[src/rtl/pci_rr_arbiter.sv]
// Central PCI bus arbiter: rotating round-robin grants, withdrawal only at legal bus points,
// and reclaim of unused grants. Define PCI_ARB_PARK_EN to park the idle bus on the last master.
module pci_rr_arbiter #(
    parameter int NUM_MASTERS = 4,
    parameter int GNT_TIMEOUT = 16,
    localparam int IDX_W = $clog2(NUM_MASTERS)
) (
    input  logic                   clk_i,
    input  logic                   reset_i,
    input  logic [NUM_MASTERS-1:0] req_i,
    input  logic                   frame_i,
    input  logic                   irdy_i,
    output logic [NUM_MASTERS-1:0] gnt_o,
    output logic [IDX_W-1:0]       gnt_idx_o,
    output logic                   gnt_valid_o,
    output logic                   bus_busy_o,
    output logic                   timeout_pulse_o
);

    // state | meaning
    // IDLE  | no grant issued (or bus parked); evaluating requests
    // GRANT | one master granted, waiting for it to start a frame
    // BUSY  | transaction in progress, all grants high
    // TURN  | one turnaround cycle with all grants high
    localparam logic [1:0] ST_IDLE  = 2'd0;
    localparam logic [1:0] ST_GRANT = 2'd1;
    localparam logic [1:0] ST_BUSY  = 2'd2;
    localparam logic [1:0] ST_TURN  = 2'd3;

    localparam int TMO_W = $clog2(GNT_TIMEOUT);
    localparam logic [TMO_W-1:0] TMO_LAST = TMO_W'(GNT_TIMEOUT - 1);

    logic [1:0]             state_q, state_d;
    logic [NUM_MASTERS-1:0] gnt_q, gnt_d;
    logic [IDX_W-1:0]       gnt_idx_q, gnt_idx_d;
    logic [IDX_W-1:0]       last_q, last_d;
    logic [TMO_W-1:0]       tmo_cnt_q, tmo_cnt_d;
    logic [IDX_W-1:0]       winner;
    logic                   any_req;
    logic                   timeout_hit;

    assign any_req = ~&req_i;

    // Search begins one past the last winner and wraps, so the previous owner ranks lowest.
    always_comb begin : rr_search
        logic             found;
        logic [IDX_W-1:0] cand;
        winner = last_q;
        found  = 1'b0;
        cand   = '0;
        for (int i = 1; i <= NUM_MASTERS; i++) begin
            if ((int'(last_q) + i) >= NUM_MASTERS) begin
                cand = IDX_W'(int'(last_q) + i - NUM_MASTERS);
            end else begin
                cand = IDX_W'(int'(last_q) + i);
            end
            if (!found && !req_i[cand]) begin
                winner = cand;
                found  = 1'b1;
            end
        end
    end

`ifdef PCI_ARB_PARK_EN
    logic parked;
    assign parked = (state_q == ST_IDLE) && (gnt_q != '1);
`endif

    always_comb begin
        state_d     = state_q;
        gnt_d       = gnt_q;
        gnt_idx_d   = gnt_idx_q;
        last_d      = last_q;
        tmo_cnt_d   = tmo_cnt_q;
        timeout_hit = 1'b0;
        case (state_q)
            ST_IDLE: begin
`ifdef PCI_ARB_PARK_EN
                if (parked) begin
                    if (!frame_i) begin
                        state_d = ST_BUSY;
                        gnt_d   = '1;
                    end else if (any_req) begin
                        state_d = ST_TURN;
                        gnt_d   = '1;
                    end
                end else if (any_req) begin
                    state_d        = ST_GRANT;
                    gnt_d          = '1;
                    gnt_d[winner]  = 1'b0;
                    gnt_idx_d      = winner;
                    last_d         = winner;
                    tmo_cnt_d      = '0;
                end else begin
                    gnt_d         = '1;
                    gnt_d[last_q] = 1'b0;
                    gnt_idx_d     = last_q;
                end
`else
                gnt_d = '1;
                if (any_req) begin
                    state_d        = ST_GRANT;
                    gnt_d[winner]  = 1'b0;
                    gnt_idx_d      = winner;
                    last_d         = winner;
                    tmo_cnt_d      = '0;
                end
`endif
            end
            ST_GRANT: begin
                if (!frame_i) begin
                    state_d = ST_BUSY;
                    gnt_d   = '1;
                end else if (req_i[gnt_idx_q]) begin
                    state_d = ST_TURN;
                    gnt_d   = '1;
                end else if (tmo_cnt_q == TMO_LAST) begin
                    state_d     = ST_TURN;
                    gnt_d       = '1;
                    timeout_hit = 1'b1;
                end else begin
                    tmo_cnt_d = tmo_cnt_q + 1'b1;
                end
            end
            ST_BUSY: begin
                gnt_d = '1;
                if (frame_i && irdy_i) begin
                    state_d = ST_TURN;
                end
            end
            ST_TURN: begin
                gnt_d   = '1;
                state_d = ST_IDLE;
            end
            default: begin
                gnt_d   = '1;
                state_d = ST_IDLE;
            end
        endcase
    end

    always_ff @(posedge clk_i) begin
        if (reset_i) begin
            state_q   <= ST_IDLE;
            gnt_q     <= '1;
            gnt_idx_q <= '0;
            last_q    <= IDX_W'(NUM_MASTERS - 1);
            tmo_cnt_q <= '0;
        end else begin
            state_q   <= state_d;
            gnt_q     <= gnt_d;
            gnt_idx_q <= gnt_idx_d;
            last_q    <= last_d;
            tmo_cnt_q <= tmo_cnt_d;
        end
    end

    assign gnt_o           = gnt_q;
    assign gnt_idx_o       = gnt_idx_q;
    assign gnt_valid_o     = ~&gnt_q;
    assign bus_busy_o      = (state_q == ST_BUSY);
    assign timeout_pulse_o = timeout_hit;

endmodule

[config.mk]
export PLATFORM = sky130hd
export DESIGN_NAME = pci_rr_arbiter
export DESIGN_NICKNAME = d
export VERILOG_FILES = /design/src/rtl/pci_rr_arbiter.sv
export SDC_FILE = /design/constraint.sdc
export NUM_CORES = 1
export LEC_CHECK = 0
export CAP_MARGIN = 40
export CORE_MARGIN = 2
export CORE_UTILIZATION = 44
export DETAILED_ROUTE_END_ITERATION = 16
export PLACE_DENSITY = 0.82
export REMOVE_ABC_BUFFERS = 1
export SYNTH_ARGS = -nofsm -noshare
export SYNTH_HDL_FRONTEND = slang
export SYNTH_SLANG_ARGS = --single-unit
[constraint.sdc]
create_clock -name clk_i -period 1.65 [get_ports clk_i]
set_input_delay 0.2475 -clock clk_i [delete_from_list [all_inputs] [get_ports clk_i]]
set_output_delay 0.2475 -clock clk_i [all_outputs]
set_load 0.05 [all_outputs]
# [Word level (Yosys, flattened, before mapping)]
# Index checks and enable logic that the tools add are counted.
[word_totals] reg_bits=14 inputBits=8 output_inout_bits=9 word_cells=99
[classes] add_sub_neg=9 magnitude_cmp=11 eq_ne=10 mux=43 bitwise=2 n_reduce_logical=19
[op_table] op="$mux 4" n=8
[op_table] op="$mux 2" n=13
[op_table] op="$lt 2x3->1 const B" n=6
[op_table] op="$mux 1" n=13
[op_table] op="$pmux 4 s3" n=1
[op_table] op="$bmux 1 s2" n=5
[op_table] op="$ge 3x3->1 const B" n=3
[op_table] op="$ne 2x2->1 const B" n=4
[op_table] op="$pmux 2 s4" n=1
[op_table] op="$pmux 4 s2" n=1
[op_table] op="$reduce_and 4->1" n=2
[op_table] op="$sub 2x1->2 const B" n=4
[op_table] op="$add 2x2->3 const B" n=2
[op_table] op="$logic_not 1->1" n=6
[op_table] op="$logic_and 1x1->1" n=5
[op_table] op="$reduce_and 5->1" n=1
[op_table] op="$add 2x3->4 const B" n=1
[op_table] op="$add 4x1->4 const B" n=1
[op_table] op="$eq 2x2->1 const B" n=2
[op_table] op="$eq 4x4->1 const B" n=1
[op_table] op="$ge 4x3->1 const B" n=1
[op_table] op="$ne 4x4->1 const B" n=1
[op_table] op="$not 4->4" n=1
[op_table] op="$add 2x1->3 const B" n=1
[op_table] op="10 further kinds" n=10

# [Depth between registers and ports, before layout]
[depth] ltp_word=21 mapped_depth=6 mapped_depth_nobuf=6

# [Worst setup path after synthesis]
# OpenSTA, ideal clock, no wires.
[synth_path] path_type="register -> output" from="register gnt_idx_q[0], in the netlist gnt_idx_o[0]" to="output timeout_pulse_o" arrival_ps=1988 required_time_ps=1402 path_slack_ps=-585 stages_incl_launch_ff=4 path_buffers=0 path_cell_list="dfxtp_1 mux2_2 o22a_4 nor2_1"
[synth_via] elab_chain_len=5
[synth_lines] element="start: declaration" line_no="35" rtl="logic [IDX_W-1:0] gnt_idx_q, gnt_idx_d;"
[synth_lines] element="start signal: assignment" line_no="152" rtl="gnt_idx_q <= gnt_idx_d;"
[synth_lines] element="$bmux 1 s2" line_no="114" rtl="end else if (req_i[gnt_idx_q]) begin"
[synth_lines] element="$mux 1 (not written as such)" line_no="114"
[synth_lines] element="$mux 1" line_no="114"
[synth_lines] element="$mux 1" line_no="111" rtl="if (!frame_i) begin"
[synth_lines] element="$mux 1" line_no="76" rtl="case (state_q)"
[synth_lines] element="end: declaration" line_no="17" rtl="output logic timeout_pulse_o"
# No other way between the ends. The select of a mux whose other input is x is not followed.

# [Final worst setup path]
[layout_path] from="input req_i[0]" to="register tmo_cnt_q[0]"
[layout_via] elab_chain_len=4 word_cells_on_any_way=6 cone_classes="eq/ne (2); mux (2); reduce/logical (2)"
[layout_lines] element="start: declaration" line_no="10" rtl="input logic [NUM_MASTERS-1:0] req_i,"
[layout_lines] element="$bmux 1 s2" line_no="114"
[layout_lines] element="$mux 1 (not written as such)" line_no="114"
[layout_lines] element="$ne 2x2->1 (no source line)"
[layout_lines] element="$reduce_and 5->1 (no source line) *"
[layout_lines] element="end signal: assignment" line_no="154" rtl="tmo_cnt_q <= tmo_cnt_d;"
[layout_lines] element="end: declaration" line_no="37" rtl="logic [TMO_W-1:0] tmo_cnt_q, tmo_cnt_d;"
# Every way passes the cells marked *; elsewhere a longest branch is shown, timed or not. The select of a mux whose other input is x is not followed.
# A chain may end at the register's enable or synchronous reset.

==> metrics.txt <==
status complete, but fails checks; failing checks negative setup slack; Yosys top cell area share 33.1%; fin nets 153; gp weighted congestion 0.810; CORE AREA 1760 um2; Leak 0.542 nW; Max-Cap Viols 0; Initial Util 47.9%; H-tree levels 1; DRT iter0 DRCs 24; largest family of logic cells by synthesized area compound AO/OA/AOI/OAI gates; Min Hold Slack 0.533 ns; Worst Max-Slew Pin Slew 0.472 ns; cell area after layout 1350 um2; final setup margin -0.155 ns; Synth warnings 0; compound-gate portion of the synthesized area 28.0%; post-synthesis adder-cell area fraction 7.40%; Finished Layout Cells 164; Hold Path Stages 2; Layout area overhead 60.1%; Die W 47.8 um; power density cells 1580 nW/um2; simple logic cell fraction of the synthesized area 21.6%; top post-synthesis cells by area dfxtp_1, ha_1, a21oi_1; Worst Path Max Fanout 3; Syn Area/Cell 8.72 um2; layout cells sized above 1 39.6%; VDD IR-drop max 1.12 mV; Synth top cells by count dfxtp_1, a21oi_1, nand2_1, nor2_1; largest net degree at the start of global routing 13; DP Area 1200 um2; unrepaired setup endpoints after global routing true; clk_lat worst skew 0.29 ns; antenna violations before repair 0; Final Hold Violating Endpoints 0; hold_sp tmo_cnt_q[1]; Critical Path Sink Type register; Reg-to-Reg End tmo_cnt_q[0]; total number of vias 945; vias in the first global route 923; Post-CTS Hold Fix Bufs 0; Startpoint Class input port; Syn Std Cell Area 846 um2; worst r2r src gnt_idx_o[0]; R2R Setup Slk -0.14 ns; Relative slew margins 68.5%; clock sink count 14; minimum clock period 1.80 ns; post-synthesis mux area share 6.80%; GRT Util Overall 24.4%; DR DRC count 0; final setup violation count 2; TritonCTS clock tree built; hpwl dp 1720 um; worst-case hold path end point tmo_cnt_q[1]; Post-synth ARST share 0%; critical path class in2reg; register clock-pin slew on the reported worst setup and hold paths 0.09 ns; XOR/XNOR Fraction of Synth Area 0%; Slowest cell on crit path or4_4; Final ANT Viol Nets 0; Yosys top cell by area dfxtp_1; Clock Path Buffers 2; first-pass GRT wire length 3970 um; Max Fclk 0.554 GHz; Pre-antenna DRT Iters 4; top-count cell post-synth dfxtp_1; number of fill cells in the layout 135; Seq cells post-synth 14; Critical Path AT 2.02 ns; ys flop type dfxtp_1; Root Driver clkbuf_4; Hold Path Class reg2reg; crit path cell chain clkdlybuf4s50_1 -> mux2_4 -> o22a_4 -> buf_4 -> or4_4 -> a211oi_2; row cnt 15; chip height 47.8 um; Top Ports 17; CTS Buf Count 3; Routed WL 2440 um; placed cells 158; Post-Place Setup Slack -0.376 ns; routed len/inst 14.9 um; post-synth cell types 36; worst r2r path cells 5; Die Footprint 2290 um2; clk_skew 0.00712 ns; I/O Buffers 16; sequential-to-total area share from yosys stat 33.1%; Slew Viols, Final 0; fin crit share 109%; Worst EP required 1.87 ns; ANT cells 0; Max stage delay on crit path 0.51 ns; cell count after synthesis 97; Post-synth EDFFs 0; Via density 5.76; GR Overflow Total 0; post-layout util 76.7%
-- cell type report --
type | count | area [um2] | area share [%]
Multi-Input combinational cell | 76 | 636 | 47.0
Sequential cell | 14 | 284 | 21.0
Inverter | 5 | 18.8 | 1.39
Clock buffer | 4 | 36.3 | 2.68
Timing Repair Buffer | 40 | 348 | 25.7
Tap cell | 25 | 31.3 | 2.31
-- placed cells by master (no fill, tap or decap), drive strengths merged, types with 3 or more instances in the layout --
| master | n |
|---|---|
| buf | 33 |
| dfxtp | 14 |
| a21oi | 8 |
| nand2 | 6 |
| nor2 | 6 |
| clkdlybuf4s50 | 5 |
| inv | 5 |
| nand3 | 5 |
| ha | 5 |
| o21ai | 5 |
| a41oi | 4 |
| nor4 | 4 |
| clkbuf | 4 |
| nor2b | 3 |
| nor3 | 3 |
| mux2 | 3 |
-- cell families (layout without fill, tap and decap cells) --
logic type,count (synthesis),after routing
and+or+nand+nor,34,34
AOI/OAI and AO/OA,32,32
DFF,14,14
buffers and inverters,7,49
adders and majority gates,5,5
muxes,5,5
-- per-layer routing --
layer	global-route usage, %	share of wire, %	up-vias
li1	-	-	461
met1	31.4	43	453
met2	41.1	51	27
met3	3.40	4.8	4
met4	9.19	0.94	0
met5	0	0	-
-- flip-flops by register name, indices dropped and copies added (netlist names) --
signal	flops
gnt_o	4
tmo_cnt_q	4
gnt_idx_o	2
last_q	2
state_q	2
-- what timing repair did --
item	CTS	global route
setup buffers	1	1
resized for setup	15	11
endpoints found under the setup margin	5	9
pin swaps	2	2
-- critical path: cells and delay by family --
kind / cells / cell delay, ns
AND/OR/NAND/NOR: 1 / 0.51
multiplexers: 1 / 0.30
AO/OA/AOI/OAI: 2 / 0.39
buffers and inverters: 2 / 0.58
-- where the power goes --
group | switching, mW | internal, mW | leakage (nW)
clock | 0.120 | 0.134 | 0.0210
sequential | 0.108 | 0.432 | 0.116
combinational | 0.756 | 0.589 | 0.405
-- worst max path at each step --
stage | startpoint | endpoint | slack (ns) | depth (start not counted)
6_report | req_i[0] | tmo_cnt_q[0] | -0.15 | 6
5_1_grt | gnt_idx_o[0] | timeout_pulse_o | -0.19 | 5
4_1_cts | gnt_idx_o[0] | timeout_pulse_o | -0.16 | 5
3_5_place_dp | req_i[2] | tmo_cnt_q[3] | -0.38 | 6
3_3_place_gp | req_i[2] | tmo_cnt_q[0] | -0.33 | 5
2_1_floorplan | gnt_idx_o[0] | timeout_pulse_o | -0.59 | 3
-- stage by stage --
stage               power (mW)  setup TNS, ns
floorplan                 1.24          -1.90
global placement          1.67          -2.30
detailed placement        1.71          -2.93
CTS                       2.04         -0.319
global route              2.28         -0.394
finish                    2.14         -0.307
No activity file was read; power rests on OpenSTA's default activity.
